==> src/rtl/segment_txt_scroll_if.sv <==
// Bus between the text writer and the display driver.
//
// Handshake: the write port has no ready signal. Every cycle in which
// i_wr_en is high is one accepted write of i_wr_char to i_wr_addr.
// i_len and i_scroll are level controls sampled every clock. The display
// outputs are free-running and take no backpressure. dbg_* expose the
// scroll offset and the lit digit index for monitoring.
interface segment_txt_scroll_if #(
  parameter int DIGITS  = 8,
  parameter int BUF_LEN = 16
);
  localparam int AW = $clog2(BUF_LEN);
  localparam int DW = (DIGITS > 1) ? $clog2(DIGITS) : 1;

  logic              i_wr_en;
  logic [AW-1:0]     i_wr_addr;
  logic [5:0]        i_wr_char;
  logic [AW:0]       i_len;
  logic              i_scroll;
  logic [6:0]        o_seg;
  logic [DIGITS-1:0] o_an;
  logic              o_frame;
  logic              o_wrap;
  logic [AW-1:0]     dbg_offset;
  logic [DW-1:0]     dbg_digit;

  modport master (
    output i_wr_en, i_wr_addr, i_wr_char, i_len, i_scroll,
    input  o_seg, o_an, o_frame, o_wrap, dbg_offset, dbg_digit
  );

  modport slave (
    input  i_wr_en, i_wr_addr, i_wr_char, i_len, i_scroll,
    output o_seg, o_an, o_frame, o_wrap, dbg_offset, dbg_digit
  );
endinterface

==> src/rtl/segment_txt_scroll.sv <==
// Time-multiplexed multi-digit 7-segment text driver with a character
// buffer, a refresh scan with an anti-ghost blank clock per slot, and an
// optional scrolling window over the buffer.
module segment_txt_scroll #(
  parameter int DIGITS         = 8,
  parameter int BUF_LEN        = 16,
  parameter int REFRESH_DIV    = 50000,
  parameter int SCROLL_FRAMES  = 64,
  parameter bit SEG_ACTIVE_LOW = 1'b1,
  parameter bit AN_ACTIVE_LOW  = 1'b1
) (
  input logic           i_clk,
  input logic           i_rst_n,
  segment_txt_scroll_if.slave bus
);

  localparam int AW = $clog2(BUF_LEN);
  localparam int LW = AW + 1;
  localparam int CW = LW + 1;
  localparam int DW = (DIGITS > 1) ? $clog2(DIGITS) : 1;
  localparam int SW = $clog2(REFRESH_DIV);
  localparam int FW = (SCROLL_FRAMES > 1) ? $clog2(SCROLL_FRAMES) : 1;

  localparam logic [5:0]        BLANK   = 6'h3F;
  localparam logic [6:0]        SEG_OFF = SEG_ACTIVE_LOW ? 7'h7F : 7'h00;
  localparam logic [DIGITS-1:0] AN_OFF  = AN_ACTIVE_LOW ? {DIGITS{1'b1}} : {DIGITS{1'b0}};

  // Glyph table, active-low, bit 0 = top ... bit 6 = middle.
  function automatic logic [6:0] glyph(input logic [5:0] c);
    logic [6:0] g;
    case (c)
      6'h00: g = 7'h40;  // 0
      6'h01: g = 7'h79;  // 1
      6'h02: g = 7'h24;  // 2
      6'h03: g = 7'h30;  // 3
      6'h04: g = 7'h19;  // 4
      6'h05: g = 7'h12;  // 5
      6'h06: g = 7'h02;  // 6
      6'h07: g = 7'h78;  // 7
      6'h08: g = 7'h00;  // 8
      6'h09: g = 7'h10;  // 9
      6'h0A: g = 7'h08;  // A
      6'h0B: g = 7'h03;  // b
      6'h0C: g = 7'h46;  // C
      6'h0D: g = 7'h21;  // d
      6'h0E: g = 7'h06;  // E
      6'h0F: g = 7'h0E;  // F
      6'h10: g = 7'h42;  // G
      6'h11: g = 7'h0B;  // h
      6'h12: g = 7'h4F;  // I
      6'h13: g = 7'h61;  // J
      6'h14: g = 7'h0A;  // K
      6'h15: g = 7'h47;  // L
      6'h16: g = 7'h6A;  // M
      6'h17: g = 7'h2B;  // n
      6'h18: g = 7'h23;  // o
      6'h19: g = 7'h0C;  // P
      6'h1A: g = 7'h18;  // q
      6'h1B: g = 7'h2F;  // r
      6'h1C: g = 7'h12;  // S
      6'h1D: g = 7'h07;  // t
      6'h1E: g = 7'h41;  // U
      6'h1F: g = 7'h63;  // v
      6'h20: g = 7'h55;  // W
      6'h21: g = 7'h09;  // X
      6'h22: g = 7'h11;  // y
      6'h23: g = 7'h24;  // Z
      6'h24: g = 7'h3F;  // -
      default: g = 7'h7F;
    endcase
    return g;
  endfunction

  logic [5:0]        text_q [BUF_LEN];
  logic [SW-1:0]     slot_cnt;
  logic [DW-1:0]     digit_idx;
  logic [FW-1:0]     fcnt_q, fcnt_d;
  logic [AW-1:0]     offset_q, offset_d;
  logic              wrap_d;
  logic [6:0]        seg_q;
  logic [DIGITS-1:0] an_q;
  logic              frame_q;
  logic              wrap_q;

  logic [LW-1:0]     eff_len;
  logic              slot_last;
  logic              digit_last;
  logic              frame_tick;
  logic [CW-1:0]     len_x;
  logic [CW-1:0]     d_mod;
  logic [CW-1:0]     sum;
  logic [AW-1:0]     rd_idx;
  logic [5:0]        cur_char;
  logic [DIGITS-1:0] an_sel;

  // Clamp the requested length to the buffer and decode scan boundaries.
  always_comb begin
    eff_len    = (bus.i_len > LW'(BUF_LEN)) ? LW'(BUF_LEN) : bus.i_len;
    slot_last  = (slot_cnt == SW'(REFRESH_DIV - 1));
    digit_last = (digit_idx == DW'(DIGITS - 1));
    frame_tick = slot_last && digit_last;
  end

  // Slot counter and digit index; the digit advances on slot terminal count.
  always_ff @(posedge i_clk or negedge i_rst_n) begin
    if (!i_rst_n) begin
      slot_cnt  <= '0;
      digit_idx <= '0;
    end else begin
      slot_cnt <= slot_last ? '0 : slot_cnt + 1'b1;
      if (slot_last) begin
        digit_idx <= digit_last ? '0 : digit_idx + 1'b1;
      end
    end
  end

  // Text buffer; writes beyond the buffer are dropped.
  always_ff @(posedge i_clk or negedge i_rst_n) begin
    if (!i_rst_n) begin
      for (int i = 0; i < BUF_LEN; i++) begin
        text_q[i] <= BLANK;
      end
    end else if (bus.i_wr_en && ({1'b0, bus.i_wr_addr} < LW'(BUF_LEN))) begin
      text_q[bus.i_wr_addr] <= bus.i_wr_char;
    end
  end

  // Character for the current digit. The digit index is reduced modulo L by
  // a short chain of conditional subtractions (long enough for texts shorter
  // than the display), then the offset is added and reduced once more.
  always_comb begin
    len_x = CW'(eff_len);
    d_mod = CW'(digit_idx);
    for (int i = 0; i < DIGITS; i++) begin
      if ((len_x != '0) && (d_mod >= len_x)) begin
        d_mod = d_mod - len_x;
      end
    end
    sum = CW'(offset_q) + d_mod;
    if ((len_x != '0) && (sum >= len_x)) begin
      sum = sum - len_x;
    end
    rd_idx   = AW'(sum);
    cur_char = BLANK;
    if (!bus.i_scroll) begin
      if (CW'(digit_idx) < len_x) begin
        cur_char = text_q[AW'(digit_idx)];
      end
    end else if (len_x != '0) begin
      cur_char = text_q[rd_idx];
    end
  end

  // Scroll next state: held at 0 in static mode or empty text, cleared when
  // the length shrinks under the offset, stepped only on frame boundaries.
  always_comb begin
    offset_d = offset_q;
    fcnt_d   = fcnt_q;
    wrap_d   = 1'b0;
    if (!bus.i_scroll || (eff_len == '0)) begin
      offset_d = '0;
      fcnt_d   = '0;
    end else if ({1'b0, offset_q} >= eff_len) begin
      offset_d = '0;
    end else if (frame_tick) begin
      if (fcnt_q == FW'(SCROLL_FRAMES - 1)) begin
        fcnt_d = '0;
        if (({1'b0, offset_q} + LW'(1)) >= eff_len) begin
          offset_d = '0;
          wrap_d   = (offset_q != '0);
        end else begin
          offset_d = offset_q + 1'b1;
        end
      end else begin
        fcnt_d = fcnt_q + 1'b1;
      end
    end
  end

  // Scroll state register.
  always_ff @(posedge i_clk or negedge i_rst_n) begin
    if (!i_rst_n) begin
      offset_q <= '0;
      fcnt_q   <= '0;
    end else begin
      offset_q <= offset_d;
      fcnt_q   <= fcnt_d;
    end
  end

  // One-hot select of the digit being scanned.
  always_comb begin
    an_sel            = '0;
    an_sel[digit_idx] = 1'b1;
  end

  // Output registers: anodes off on the first clock of a slot, segments and
  // anode latched together on the second clock and held to the slot end.
  always_ff @(posedge i_clk or negedge i_rst_n) begin
    if (!i_rst_n) begin
      seg_q   <= SEG_OFF;
      an_q    <= AN_OFF;
      frame_q <= 1'b0;
      wrap_q  <= 1'b0;
    end else begin
      frame_q <= frame_tick;
      wrap_q  <= wrap_d;
      if (slot_last) begin
        an_q <= AN_OFF;
      end else if (slot_cnt == '0) begin
        an_q  <= AN_ACTIVE_LOW ? ~an_sel : an_sel;
        seg_q <= SEG_ACTIVE_LOW ? glyph(cur_char) : ~glyph(cur_char);
      end
    end
  end

  assign bus.o_seg      = seg_q;
  assign bus.o_an       = an_q;
  assign bus.o_frame    = frame_q;
  assign bus.o_wrap     = wrap_q;
  assign bus.dbg_offset = offset_q;
  assign bus.dbg_digit  = digit_idx;

endmodule

==> src/flat_wrapper.sv <==
// flat-port wrapper written by rule: the top's interface ports become plain ports
module segment_txt_scroll_flat 
#(
  parameter int DIGITS         = 8,
  parameter int BUF_LEN        = 16,
  parameter int REFRESH_DIV    = 50000,
  parameter int SCROLL_FRAMES  = 64,
  parameter bit SEG_ACTIVE_LOW = 1'b1,
  parameter bit AN_ACTIVE_LOW  = 1'b1
)
  (i_clk, i_rst_n, bus_i_wr_en, bus_i_wr_addr, bus_i_wr_char, bus_i_len, bus_i_scroll, bus_o_seg, bus_o_an, bus_o_frame, bus_o_wrap, bus_dbg_offset, bus_dbg_digit);
  segment_txt_scroll_if #(.DIGITS(DIGITS), .BUF_LEN(BUF_LEN)) bus_i ();
  input logic i_clk;
  input logic i_rst_n;
  input wire logic [$bits(bus_i.i_wr_en)-1:0] bus_i_wr_en;
  input wire logic [$bits(bus_i.i_wr_addr)-1:0] bus_i_wr_addr;
  input wire logic [$bits(bus_i.i_wr_char)-1:0] bus_i_wr_char;
  input wire logic [$bits(bus_i.i_len)-1:0] bus_i_len;
  input wire logic [$bits(bus_i.i_scroll)-1:0] bus_i_scroll;
  output wire logic [$bits(bus_i.o_seg)-1:0] bus_o_seg;
  output wire logic [$bits(bus_i.o_an)-1:0] bus_o_an;
  output wire logic [$bits(bus_i.o_frame)-1:0] bus_o_frame;
  output wire logic [$bits(bus_i.o_wrap)-1:0] bus_o_wrap;
  output wire logic [$bits(bus_i.dbg_offset)-1:0] bus_dbg_offset;
  output wire logic [$bits(bus_i.dbg_digit)-1:0] bus_dbg_digit;
  assign bus_i.i_wr_en = bus_i_wr_en;
  assign bus_i.i_wr_addr = bus_i_wr_addr;
  assign bus_i.i_wr_char = bus_i_wr_char;
  assign bus_i.i_len = bus_i_len;
  assign bus_i.i_scroll = bus_i_scroll;
  assign bus_o_seg = bus_i.o_seg;
  assign bus_o_an = bus_i.o_an;
  assign bus_o_frame = bus_i.o_frame;
  assign bus_o_wrap = bus_i.o_wrap;
  assign bus_dbg_offset = bus_i.dbg_offset;
  assign bus_dbg_digit = bus_i.dbg_digit;
  segment_txt_scroll #(.DIGITS(DIGITS), .BUF_LEN(BUF_LEN), .REFRESH_DIV(REFRESH_DIV), .SCROLL_FRAMES(SCROLL_FRAMES), .SEG_ACTIVE_LOW(SEG_ACTIVE_LOW), .AN_ACTIVE_LOW(AN_ACTIVE_LOW)) u_core (.i_clk(i_clk), .i_rst_n(i_rst_n), .bus(bus_i));
endmodule
==> config.mk <==
export PLATFORM = sky130hd
export DESIGN_NAME = segment_txt_scroll_flat
export DESIGN_NICKNAME = d
export VERILOG_FILES = /design/src/rtl/segment_txt_scroll_if.sv /design/src/rtl/segment_txt_scroll.sv /design/src/flat_wrapper.sv
export SDC_FILE = /design/constraint.sdc
export NUM_CORES = 1
export LEC_CHECK = 0
export BUFFER_PORTS_ARGS = -buffer_cell sky130_fd_sc_hd__buf_4
export CAP_MARGIN = 20
export CORE_UTILIZATION = 25
export DETAILED_ROUTE_END_ITERATION = 7
export GPL_TIMING_DRIVEN = 1
export PLACE_DENSITY_LB_ADDON = 0.1
export REMOVE_ABC_BUFFERS = 1
export SLEW_MARGIN = 25
export SYNTH_ARGS = -nofsm -noshare
export SYNTH_HDL_FRONTEND = slang
export SYNTH_SLANG_ARGS = --single-unit
==> constraint.sdc <==
create_clock -name i_clk -period 18 [get_ports i_clk]
set_input_delay 4.5 -clock i_clk [delete_from_list [all_inputs] [get_ports i_clk]]
set_output_delay 4.5 -clock i_clk [all_outputs]
set_load 0.03 [all_outputs]
---- Word-level counts from Yosys, hierarchy flattened ----
Memory sizes are Yosys's and may differ from the RTL's. A register that Yosys moved wholly into a read port is not among the register bits.
Cells that the tools add are included.
storage, ports and cells
  output and inout bits ................... 24
  bits of input ports ..................... 19
  memories ................................ 1
  memory bits (read-only) ................. 448
  register bits after elaboration ......... 135
  logic and storage cells ................. 135
cells by class
  $add $sub $neg .......................... 15
  magnitude comparators ................... 19
  bitwise logic cells ..................... 5
  equal/unequal tests ..................... 4
  reductions and logical operators ........ 26
  muxes and demuxes ....................... 42
memory list
  memory           words  bits a word  read ports  clocked after Yosys merged registers in  write ports  RTL line                  source
  (no name shown)  64     7            1           1                                        0            segment_txt_scroll.sv:31  case (c)
operator list
  cell                                                              number
  6-bit 2-to-1 mux                                                  20
  96-bit bitwise mux                                                1
  6-bit binary-select mux with 4-bit select                         2
  6-bit by 5-bit >= comparator with 1-bit output                    8
  6-bit by 5-bit subtractor with 6-bit output                       7
  6-bit demux with 4-bit select                                     1
  4-bit 2-to-1 mux                                                  6
  16-bit by 1-bit adder with 16-bit output (second input constant)  1
  16-bit == test (second input constant)                            1
  16-bit logical NOT                                                1
  16-bit 2-to-1 mux                                                 1
  8-bit 2-to-1 mux                                                  2
  5-bit >= comparator (second input constant)                       3
  1-bit logical AND                                                 12
  4-bit inverter with 5-bit output                                  2
  8-bit inverter                                                    1
  4-bit by 6-bit adder with 6-bit output                            1
  6-bit by 1-bit adder with 6-bit output (second input constant)    1
  6-bit == test (second input constant)                             1
  1-bit 2-to-1 mux                                                  6
  2-bit AND reduction                                               3
  3-bit nonzero test                                                2
  3-bit by 5-bit subtractor with 6-bit output                       1
  4-bit by 1-bit adder with 5-bit output (second input constant)    1
  24 further kinds                                                  26

---- Longest topological paths before layout ----
Gate-level depths: netlist of run 1.
  depth in word-level cells ............... 36
  depth in mapped cells ................... 101
  gate-level depth less buffers ........... 95

---- Worst setup path before layout of run 1 ----
Ideal clock, no wire load.
  path type ............................... input to register
  start point ............................. input bus_i_len[4]
  end point ............................... register u_core.seg_q[4] (netlist: u_core.bus.o_seg[4])
  required time ........................... 17.902 ns
  stages on the path ...................... 95
  buffers on the path ..................... 4
  arrival time ............................ 22.790 ns
  library setup time ...................... 0.098 ns
  path slack .............................. -4.888 ns
  cells stage by stage .................... buf_4 inv_1 nand2_1 fa_1 a21o_1 a31oi_1 nor2_1 nand2_1 xor2_1 ha_1 fa_1 nand2b_1 o2bb2ai_1 a211oi_1 a31oi_1 mux2_2 ha_1 fa_1 (+59 left out) o21ai_0 nand2b_1 a21oi_1 inv_1 o21ai_2 buf_8 mux2i_4 mux2i_1 and3_1 o41ai_2 nor2_1 inv_1 ha_1 inv_1 nor3_1 a311o_1 a2111oi_1 a311oi_1
on the way
  longest elaborated chain between the ends .. 36
  elaborated cells on any way between the ends .. 48
  those cells by class .................... add/sub (10); order compare (11); mux (16); bitwise (1); reduce/logical (10)
RTL lines
  element                                                                               RTL line                                                                         source
  start: declaration                                                                    flat_wrapper.sv:18                                                               input wire logic [$bits(bus_i.i_len)-1:0] bus_i_len;
  5-bit greater-than comparator                                                         segment_txt_scroll.sv:98                                                         eff_len = (bus.i_len > LW'(BUF_LEN)) ? LW'(BUF_LEN) : bus.i_len;
  5-bit 2-to-1 mux *                                                                    segment_txt_scroll.sv:98
  3-bit by 5-bit >= comparator with 1-bit output or 5-bit nonzero test (tied branches)  segment_txt_scroll.sv:135, segment_txt_scroll.sv:140, segment_txt_scroll.sv:149
  1-bit logical AND                                                                     segment_txt_scroll.sv:135                                                        if ((len_x != '0) && (d_mod >= len_x)) begin
  6-bit 2-to-1 mux                                                                      segment_txt_scroll.sv:135
  6-bit by 5-bit >= comparator with 1-bit output                                        segment_txt_scroll.sv:135
  1-bit logical AND                                                                     segment_txt_scroll.sv:135
  6-bit 2-to-1 mux                                                                      segment_txt_scroll.sv:135
  (+19 left out)                                                                        n/a
  6-bit by 5-bit >= comparator with 1-bit output                                        segment_txt_scroll.sv:140                                                        if ((len_x != '0) && (sum >= len_x)) begin
  1-bit logical AND                                                                     segment_txt_scroll.sv:140
  4-bit 2-to-1 mux                                                                      segment_txt_scroll.sv:140
  4-bit inverter with 5-bit output (implied by the code)                                segment_txt_scroll.sv:150                                                        cur_char = text_q[rd_idx];
  6-bit binary-select mux with 4-bit select                                             segment_txt_scroll.sv:150
  6-bit 2-to-1 mux (implied by the code) (2 in a row)                                   segment_txt_scroll.sv:150
  6-bit 2-to-1 mux                                                                      segment_txt_scroll.sv:149                                                        end else if (len_x != '0) begin
  6-bit 2-to-1 mux *                                                                    segment_txt_scroll.sv:145                                                        if (!bus.i_scroll) begin
  end: declaration                                                                      segment_txt_scroll.sv:80                                                         logic [6:0] seg_q;
Every way passes the cells marked *; elsewhere a longest branch is shown, timed or not. The select of a mux whose other input is x is not followed.
A chain may end at the register's enable or synchronous reset.

---- Worst setup path after layout of run 1 ----
Same ends and word-level chain as after synthesis.

==> flow_summary.toml, run 1 <==
[synth]
synth_top_family_by_area = "compound AO/OA/AOI/OAI gates"
syn_area_per_cell_sq_um = 9.58
synth_top_area_frac = 0.261
ys.flop_type = "dfstp_2"
async_flop_share = 1.00
yosys_register_bits = 142
yosys.area.top_type = "dfstp_2"
synth_edf_count = 0
yosysSeqAreaShare = 0.330
synth.distinct_cells = 91
syn_area_sq_mm = 0.0112
yosys.area_share.adder = 0.0974
muxShareOfSynthArea = 0.147
synth_xor_area_frac = 0.0352
netlist_instances = 1166
yosys_warnings = 0
netlist_top_cells_area = "dfstp_2 (26%), mux2_2 (9.8%), ha_1 (7.9%)"
synth_simple_gate_area_frac = 0.152
synth_compound_area_frac = 0.192

[floorplanning]
die_w_um = 213
core-area_sq_mm = 0.0441
rows = 77
start_util = 0.253
io_pins = 43
die_area_sq_mm = 0.0455
dieHeight_um = 213

[setup_path]
reg2reg_slack_ns = 1.26
worstPathArrival_ns = 20.87
slowest_stage = "o41ai_4"
startpoint = "bus_i_len[4]"
reg2reg_to = "u_core.bus.o_seg[4]$_DFFE_PN1P_"
critPathMaxFanout = 7
path_buf_inv = 16
path_common_cell = "buf_4"
criticalPathCategory = "input port to flop"
r2r_cells = 90
crit_cells = 92
start_kind = "input port"
regToRegStartpoint = "u_core.bus.dbg_digit[0]$_DFFE_PN0P_"
worst_ep_required_time_ns = 18.36
setup.worst_path.end_class = "flop"
critical_path.top_delay_family = "compound AO/OA/AOI/OAI gates"
cpPeakStageDelay_ns = 0.40

[global_route]
grt_pass1_vias = 10500
globalRouteOverflowTotal = 0
grt_usage = 0.174
grt_max_degree = 78
antenna_found_initial = 0
grt_pass1_wl_um = 60000

[timing]
min_period_over_period = 1.14
timing.final.ws_setup_ns = -2.50
hold_violations = 0
worstMarginPinSlew_ns = 1.05
period_minus_slack_ns = 20.50
setup_viol = 7
drv_slew = 0
clock.fmax_mhz = 48.8
rsz0062_at_grt = "yes"
fin_skew_ns = 0.0123
max_slew_margin = 0.295

[layout]
drive_gt1_frac = 0.529
seq_area_sq_mm = 0.00369
multiInputGateArea_sq_mm = 0.00790
finalNetCount = 1642
antenna-diode-count = 0
area_delta_synth_final_pct = 47.5
nFillCells = 4531
post-route-util = 0.374

[worst_hold_path]
hold_path_startpoint = "u_core.bus.o_seg[0]$_DFFE_PN1P_"
min_path_cells = 2
hp-class = "flop to flop"
hold_end = "u_core.bus.o_seg[0]$_DFFE_PN1P_"

[outcome]
status = "finished, violations left"
violations = "negative setup slack"

[route]
routed_wl_um = 38400
firstDrtPassIters = 5
drcViolationCount = 0
vias_per_cell = 4.77
vias = 10300
initialDrtViolationCount = 435
wl_per_cell_um = 17.9
ant_nets = 0

[clock_tree]
root_buffer = "clkbuf_16"
ctsHtreeMaxLevel = 4
clock_latency_ns = 0.45
cts.sinks = 142
clk_pin_slew_worst_paths_ns = 0.07
cts_buffers = 17
tritoncts = "done"
clock_path_buffers = 2

[placed_design]
dp_hpwl_um = 27500
gp_congestion = 0.811
port_buffers = 42

[flow_run]
cap_violations = 0
## worst max path at each step
| stage | to |
|---|---|
| floorplan | u_core.bus.o_seg[4]$_DFFE_PN1P_ |
| global placement | u_core.bus.o_seg[4]$_DFFE_PN1P_ |
| detailed placement | u_core.bus.o_seg[4]$_DFFE_PN1P_ |
| CTS | u_core.bus.o_seg[4]$_DFFE_PN1P_ |
| global route | u_core.bus.o_seg[4]$_DFFE_PN1P_ |
| finish | u_core.bus.o_seg[4]$_DFFE_PN1P_ |
## synth_stat cells, drive strengths merged (4+ instances only)
library cell  number
nor2              65
nor3              26
a21oi             33
nand3             28
nor2b             18
a2111oi            4
mux2i             29
o211ai            34
a211oi            25
buf               15
a21o              17
mux4               7
a31oi             12
o221ai             6
o31ai              4
inv               69
a221oi             5
a21boi            21
xor2              26
mux2              99
o21ai            100
o31a               4
a311oi             5
nand2b            24
fa                10
xnor2             18
or2                7
nor3b              5
nand2            103
a41oi              8
dfrtp             31
o21a               9
ha                71
dfstp            111
nand3b             6
nor4               6
clkbuf            33
or3                6
and3              14
nand4             13
## layout make-up
| type | instances | share of cell area |
|---|---|---|
| multi-input cells | 905 | 0.479 |
| flip-flops and latches | 142 | 0.224 |
| clock inverters | 13 | 0.00782 |
| inverters | 71 | 0.0175 |
| well taps | 592 | 0.0449 |
| repair buffers | 405 | 0.199 |
| clock buffers | 19 | 0.0269 |
## flip-flops by register name, summed over array words and instances (netlist names)
register	count
u_core.bus.o_seg	7
u_core.bus.dbg_offset	4
u_core.bus.dbg_digit	3
u_core.bus.o_frame	1
u_core.fcnt_q	6
u_core.bus.o_an	8
u_core.slot_cnt	16
u_core.text_q	96
u_core.bus.o_wrap	1
## layout by cell type (no fill, tap or decap), types with 17 or more instances in the layout
master     count
nand2b_1      22
a21o_1        17
buf_6         28
nand2_1       92
o211ai_1      33
nor3_1        21
buf_4        365
mux2_2        86
dfrtp_1       31
a21oi_1       23
nand3_1       27
mux2i_1       18
xnor2_1       18
xor2_1        23
inv_1         57
o21ai_0       81
dfstp_2      111
nor2_1        57
ha_1          45
clkbuf_16     17
ha_4          24
## layer usage
layer,global-route usage,wire length (um)
met3,0.0255,1050
met5,0,0
met2,0.288,18200
met1,0.237,18600
met4,0.0456,559
## worst reg2reg max path: cells and delay by family, from the launching register on
family          cells  cell delay (ns)
compound gates     33             5.47
buf+inv            13             1.58
fa+ha+maj          16             4.27
mux                 9             2.47
xor+xnor            3             0.40
simple gates       16             2.03
flops               1             0.42
## cell families after synthesis
logic type | after synthesis
mux | 135
xor+xnor | 44
compound gates | 311
simple gates | 334
fa+ha+maj | 81
flops | 142
buf+inv | 119
## per-stage QoR
stage | area [sq um] | worst slack (ns) | cells | hold slack, ns | setup TNS [ns]
after floorplan | 10900 | -5.60 | 1118 | 0.456 | -37.09
after global placement | 14100 | -3.95 | 2017 | 0.460 | -26.55
after detailed placement | 14100 | -4.36 | 2017 | 0.457 | -29.63
after CTS | 16000 | -2.63 | 2129 | 0.470 | -17.31
after global routing | 16500 | -3.37 | 2147 | 0.489 | -22.98
final | 16500 | -2.50 | 2147 | 0.464 | -16.70
## repair_timing
item / in CTS / in global routing
setup buffers: 83 / 20
gates cloned: 1 / 0
endpoints found under the setup margin: 7 / 7
hold buffers: 0 / 0
pin swaps: 88 / 76
gates resized for setup: 179 / 58
Power of run 1 is not shown: default switching activity piles up to over one toggle a cycle in this logic, so the estimate is an artifact.
==> inputs of run 2 (changes only) <==
==> constraint.sdc (replaced) <==
create_clock -name i_clk -period 21.6 [get_ports i_clk]
set_input_delay 5.4 -clock i_clk [delete_from_list [all_inputs] [get_ports i_clk]]
set_output_delay 5.4 -clock i_clk [all_outputs]
set_load 0.03 [all_outputs]
==> run 2 against run 1 <==
Against the previous run: the run now ends clean; utilization shrank 0.65 points; critical path type unchanged; first-iteration DRC count increased by 1.6%; via count up 0.62%; clock-buffer cell count up 3; non-clock buffer count decreased by 24; clock skew down 0.0034 ns; register-to-register slack gained 3.5 ns; largest cell class unchanged.
==> flow_summary.toml, run 2 (synthesis gave the netlist of run 1 again) <==
[setup_path]
start_kind = "input port"
setup.worst_path.end_class = "flop"
slowest_stage = "o41ai_2"
path_common_cell = "buf_4"
worstPathArrival_ns = 21.72
criticalPathCategory = "input port to flop"
worst_ep_required_time_ns = 21.98
cpPeakStageDelay_ns = 0.39
critPathMaxFanout = 8

[clock_tree]
clock_path_buffers = 2
clk_pin_slew_worst_paths_ns = 0.06
clock_latency_ns = 0.47
cts_buffers = 17
ctsHtreeMaxLevel = 4
cts_hold_buffers = 0
cts.sinks = 142
tritoncts = "done"
root_buffer = "clkbuf_16"

[route]
initialDrtViolationCount = 442
wl_per_cell_um = 18.2
ant_nets = 0
routed_wl_um = 38700
vias = 10300
vias_per_cell = 4.86
firstDrtPassIters = 5
drcViolationCount = 0

[timing]
fin_skew_ns = 0.00894
drv_slew = 0
hold_violations = 0
max_slew_margin = 0.289
rsz0062_at_grt = "yes"
setup_viol = 0
timing.final.ws_setup_ns = 0.259
clock.fmax_mhz = 46.9
period_minus_slack_ns = 21.34
min_period_over_period = 0.988
worstMarginPinSlew_ns = 1.06

[floorplanning]
rows = 77
io_pins = 43
start_util = 0.253
die_area_sq_mm = 0.0455
dieHeight_um = 213
die_w_um = 213
core-area_sq_mm = 0.0441

[placed_design]
placed_area_sq_mm = 0.0141
dp_hpwl_um = 27700
dpl_worst_slack_ns = -1.65
gp_congestion = 0.821
port_buffers = 42

[global_route]
grt_usage = 0.174
antenna_found_initial = 0
globalRouteOverflowTotal = 0
grt_pass1_wl_um = 59500
grt_pass1_vias = 10300
grt_max_degree = 85

[layout]
layout_common_cells = "buf_4 (353), dfstp_2 (111), nand2_1 (91), mux2_2 (85), o21ai_0 (76)"
stdcell_area_sq_mm = 0.0162
drive_gt1_frac = 0.514
nFillCells = 4537
final_common_cell = "buf_4"
finalNetCount = 1619
antenna-diode-count = 0
top_register = "u_core.text_q"
largest_reg_flops = 96
area_delta_synth_final_pct = 45.0
post-route-util = 0.367

[flow_run]
cap_violations = 0

[worst_hold_path]
hp-class = "flop to flop"

[outcome]
status = "finished clean"
-- run 2: cell count changes in the layout (fill, tap and decap cells not counted), sizes merged --
cell / previous run / this run
mux2: 99 / 100
bufinv: 1 / 2
buf: 405 / 381
clkinv: 5 / 6
clkbuf: 19 / 22
clkinvlp: 2 / 1
inv: 76 / 72
-- run 2: path summary, 6_finish.rpt --
path	start	end	slack, ns	depth (start not counted)
max	bus_i_len[4]	u_core.bus.o_seg[4]$_DFFE_PN1P_	0.26	98
min	u_core.bus.o_seg[2]$_DFFE_PN1P_	u_core.bus.o_seg[2]$_DFFE_PN1P_	0.46	2
max reg2reg	u_core.bus.dbg_digit[1]$_DFFE_PN0P_	u_core.bus.o_seg[4]$_DFFE_PN1P_	4.76	96
min reg2reg	u_core.bus.o_seg[2]$_DFFE_PN1P_	u_core.bus.o_seg[2]$_DFFE_PN1P_	0.46	2
max in group asynchronous	i_rst_n	u_core.bus.dbg_offset[3]$_DFFE_PN0P_	15.26	2
min in group asynchronous	i_rst_n	u_core.bus.o_seg[5]$_DFFE_PN1P_	5.38	1
-- run 2: routing by layer --
metal / wire length (um) / GRT usage
met5: 0 / 0
met4: 692 / 0.0557
met3: 955 / 0.0262
met2: 18300 / 0.282
met1: 18700 / 0.236
-- run 2: worst max-delay path, delay by kind of cell --
family	cells	cell delay, ns
buffers and inverters	28	3.13
AOI/OAI and AO/OA	29	4.80
xor gates and xnor gates	2	0.29
and+or+nand+nor	16	2.01
adders and majority gates	15	3.88
muxes	8	2.24
-- run 2: final cells by class --
cell class,count,area (sq um),area share
inverter,71,284,0.0175
clock buffer,22,507,0.0313
multi-input combinational,906,7800,0.482
sequential,142,3690,0.228
tap,592,741,0.0457
timing repair buffer,381,3050,0.188
clock inverter,10,121,0.00749
-- run 2: repair_timing --
item | in CTS | in global routing
buffers inserted | 41 | 37
setup endpoints to repair | 7 | 7
cloned | 1 | 0
pin swaps | 46 | 72
gates resized for setup | 84 | 121
-- run 2: metrics by stage --
stage | hold WS [ns] | TNS, ns | instances
detailed placement | 0.457 | -10.56 | 2015
global route | 0.488 | -4.21 | 2124
global placement | 0.457 | -8.08 | 2015
CTS | 0.467 | 0 | 2089
finish | 0.463 | 0 | 2124
floorplan | 0.456 | -18.19 | 1118
Power of run 2 is left out for the same reason.
==> inputs of run 3 (changes only) <==
--- a/config.mk
+++ b/config.mk
@@ -7,10 +7,10 @@
 export LEC_CHECK = 0
 export BUFFER_PORTS_ARGS = -buffer_cell sky130_fd_sc_hd__buf_4
 export CAP_MARGIN = 20
-export CORE_UTILIZATION = 25
+export CORE_UTILIZATION = 64
 export DETAILED_ROUTE_END_ITERATION = 7
 export GPL_TIMING_DRIVEN = 1
-export PLACE_DENSITY_LB_ADDON = 0.1
+export PLACE_DENSITY = 0.91
 export REMOVE_ABC_BUFFERS = 1
 export SLEW_MARGIN = 25
 export SYNTH_ARGS = -nofsm -noshare
==> run 3 against run 2 <==
Against the previous run: area after synthesis unchanged; the run now fails in global routing (5_1_grt); synthesized cell count unchanged.
==> flow_summary.toml, run 3 <==
[outcome]
status = "did not finish"
lastStage = "global routing (5_1_grt)"
tool.error = "[ERROR GRT-0116] Global routing finished with congestion. Check the congestion regions in the DRC Viewer."

[synth]
syn_area_per_cell_sq_um = 9.58
synth_xor_area_frac = 0.0352
synth_top_area_frac = 0.261
async_flop_share = 1.00
synth_simple_gate_area_frac = 0.152
yosysSeqAreaShare = 0.330
yosys.area.top_type = "dfstp_2"
synth.distinct_cells = 91
synth_top_family_by_area = "compound AO/OA/AOI/OAI gates"
synth_compound_area_frac = 0.192
synth_edf_count = 0
synth_most_common_cell = "dfstp_2"
yosys_warnings = 0
netlist_top_cells_count = "dfstp_2 (111), nand2_1 (102), mux2_2 (97)"
muxShareOfSynthArea = 0.147
yosys.area_share.adder = 0.0974
syn_area_sq_mm = 0.0112
yosys_register_bits = 142
netlist_instances = 1166
ys.flop_type = "dfstp_2"
netlist_top_cells_area = "dfstp_2 (26%), mux2_2 (9.8%), ha_1 (7.9%)"

[global_route]
globalRouteOverflowTotal = 3
grt_pass1_wl_um = 97700
grt_usage = 0.740
grt_max_degree = 74
grt_pass1_vias = 15300

[clock_tree]
cts_buffers = 17
clock_path_buffers = 2
cts_hold_buffers = 0
ctsHtreeMaxLevel = 4
root_buffer = "clkbuf_16"
cts.sinks = 142

[floorplanning]
dieHeight_um = 134
io_pins = 43
rows = 47
start_util = 0.664
die_w_um = 134

[placed_design]
dp_hpwl_um = 25300
gp_congestion = 0.972
placed_area_sq_mm = 0.0132
port_buffers = 42
[run 3: metrics by stage]
| step | cells | TNS [ns] | setup slack [ns] |
|---|---|---|---|
| floorplan | 1118 | -18.19 | -2.90 |
| global placement | 1598 | -4.76 | -0.763 |
| detailed placement | 1598 | -15.62 | -2.27 |
| CTS | 1683 | -2.60 | -0.464 |
[run 3: what timing repair did]
item	in CTS
gates resized for setup	157
setup endpoints to repair	7
pin swaps	81
buffers inserted	54
[run 3: per-layer routing]
layer,overflow,GRT usage
met2,2,0.904
met5,0,0.244
met4,1,0.679
met1,0,0.760
met3,0,0.598
[run 3: cell families after synthesis]
group | after synthesis
buffers and inverters | 119
multiplexers | 135
adder cells (fa/ha/maj) | 81
AND/OR/NAND/NOR | 334
flip-flops | 142
AO/OA/AOI/OAI | 311
XOR/XNOR | 44
==> inputs of run 4 (changes only) <==
--- a/config.mk
+++ b/config.mk
@@ -7,10 +7,10 @@
 export LEC_CHECK = 0
 export BUFFER_PORTS_ARGS = -buffer_cell sky130_fd_sc_hd__buf_4
 export CAP_MARGIN = 20
-export CORE_UTILIZATION = 64
+export CORE_UTILIZATION = 40
 export DETAILED_ROUTE_END_ITERATION = 7
 export GPL_TIMING_DRIVEN = 1
-export PLACE_DENSITY = 0.91
+export PLACE_DENSITY_LB_ADDON = 0.15
 export REMOVE_ABC_BUFFERS = 1
 export SLEW_MARGIN = 25
 export SYNTH_ARGS = -nofsm -noshare
==> run 4 against run 3 <==
Against the previous run: the flow now finishes without violations.
==> flow_summary.toml, run 4 (synthesis gave the netlist of run 1 again) <==
[outcome]
status = "finished clean"

[global_route]
grt_max_degree = 99
globalRouteOverflowTotal = 0
grt_usage = 0.235
grt_pass1_wl_um = 53000
grt_pass1_vias = 9942
antenna_found_initial = 0

[timing]
period_minus_slack_ns = 21.51
hold_violations = 0
fin_skew_ns = 0.0131
rsz0062_at_grt = "yes"
clock.fmax_mhz = 46.5
drv_slew = 0
setup_viol = 0
worstMarginPinSlew_ns = 1.15
tns_ns = 0
timing.final.ws_setup_ns = 0.0919
max_slew_margin = 0.230
min_period_over_period = 0.996

[layout]
final_common_cell = "buf_4"
largest_reg_flops = 96
layout_common_cells = "buf_4 (302), dfstp_2 (111), nand2_1 (99), mux2_2 (84), o21ai_0 (76)"
top_register = "u_core.text_q"
finalNetCount = 1560
antenna-diode-count = 0
drive_gt1_frac = 0.476
area_delta_synth_final_pct = 36.1

[clock_tree]
clock_path_buffers = 2
root_buffer = "clkbuf_16"
ctsHtreeMaxLevel = 4
cts.sinks = 142
clock_latency_ns = 0.44
clk_pin_slew_worst_paths_ns = 0.07
cts_buffers = 17
tritoncts = "done"
cts_hold_buffers = 0

[route]
drcViolationCount = 0
firstDrtPassIters = 5
vias_per_cell = 5.45
routed_wl_um = 33100
vias = 10100
wl_per_cell_um = 18.0
ant_nets = 0
initialDrtViolationCount = 601

[floorplanning]
io_pins = 43
start_util = 0.411
rows = 60
dieHeight_um = 169
die_w_um = 169
core-area_sq_mm = 0.0272
die_area_sq_mm = 0.0286

[flow_run]
cap_violations = 0

[setup_path]
critPathMaxFanout = 7
slowest_stage = "mux2_4"
worstPathArrival_ns = 21.87
worst_ep_required_time_ns = 21.96
start_kind = "input port"
criticalPathCategory = "input port to flop"
setup.worst_path.end_class = "flop"
cpPeakStageDelay_ns = 0.38

[placed_design]
dp_hpwl_um = 23700
gp_congestion = 0.914
port_buffers = 42
dpl_worst_slack_ns = -1.51

[worst_hold_path]
hp-class = "flop to flop"
==> run 4: per-stage QoR <==
step / utilization / instance area (sq um) / hold WS, ns / std cells
floorplan: - / 10900 / 0.456 / 1118
global placement: 0.499 / 13500 / 0.460 / 1765
detailed placement: 0.499 / 13500 / 0.467 / 1765
CTS: 0.535 / 14500 / 0.480 / 1816
global route: 0.560 / 15200 / 0.484 / 1845
finish: 0.560 / 15200 / 0.476 / 1845
==> run 4: final cells by class <==
type | count | area, sq um
repair buffers | 323 | 2590
clock buffers | 22 | 485
clock inverters | 10 | 101
multi-input cells | 905 | 7590
flip-flops and latches | 142 | 3690
fillers | 2401 | 12000
well taps | 372 | 465
inverters | 71 | 282
==> run 4: critical path, delay by kind of cell <==
| family | cells | cell delay [ns] |
|---|---|---|
| XOR/XNOR | 1 | 0.20 |
| buffers and inverters | 9 | 1.09 |
| AO/OA/AOI/OAI | 36 | 5.61 |
| multiplexers | 8 | 2.46 |
| AND/OR/NAND/NOR | 21 | 2.53 |
| adder cells (fa/ha/maj) | 18 | 4.60 |
==> run 4: layer usage <==
metal  share of wire  global-route usage  routed length, um  vias up
met5               0                   0                  0        -
met4           0.019              0.0588                623        0
met3           0.039              0.0401               1280       43
met2            0.47               0.383              15500      192
met1            0.48               0.324              15700     4946
li1                -                   -                  -     4878
==> run 4: path summary, 6_finish.rpt <==
kind	slack, ns	start	to	cells after the start
max	0.09	bus_i_len[4]	u_core.bus.o_seg[4]$_DFFE_PN1P_	93
min	0.48	u_core.bus.o_seg[6]$_DFFE_PN1P_	u_core.bus.o_seg[6]$_DFFE_PN1P_	2
min reg2reg	0.48	u_core.bus.o_seg[6]$_DFFE_PN1P_	u_core.bus.o_seg[6]$_DFFE_PN1P_	2
max in group asynchronous	15.38	i_rst_n	u_core.text_q[50]$_DFFE_PN1P_	2
max reg2reg	4.75	u_core.bus.dbg_digit[1]$_DFFE_PN0P_	u_core.bus.o_seg[4]$_DFFE_PN1P_	90
min in group asynchronous	5.10	i_rst_n	u_core.slot_cnt[11]$_DFF_PN0_	1
==> run 4: what timing repair did <==
action	CTS	global route
gates cloned	0	1
endpoints found under the setup margin	7	7
hold endpoints to repair	0	0
pin swaps	29	72
resized for setup	71	101
buffers inserted	19	29
Power of run 4 is left out for the same reason.
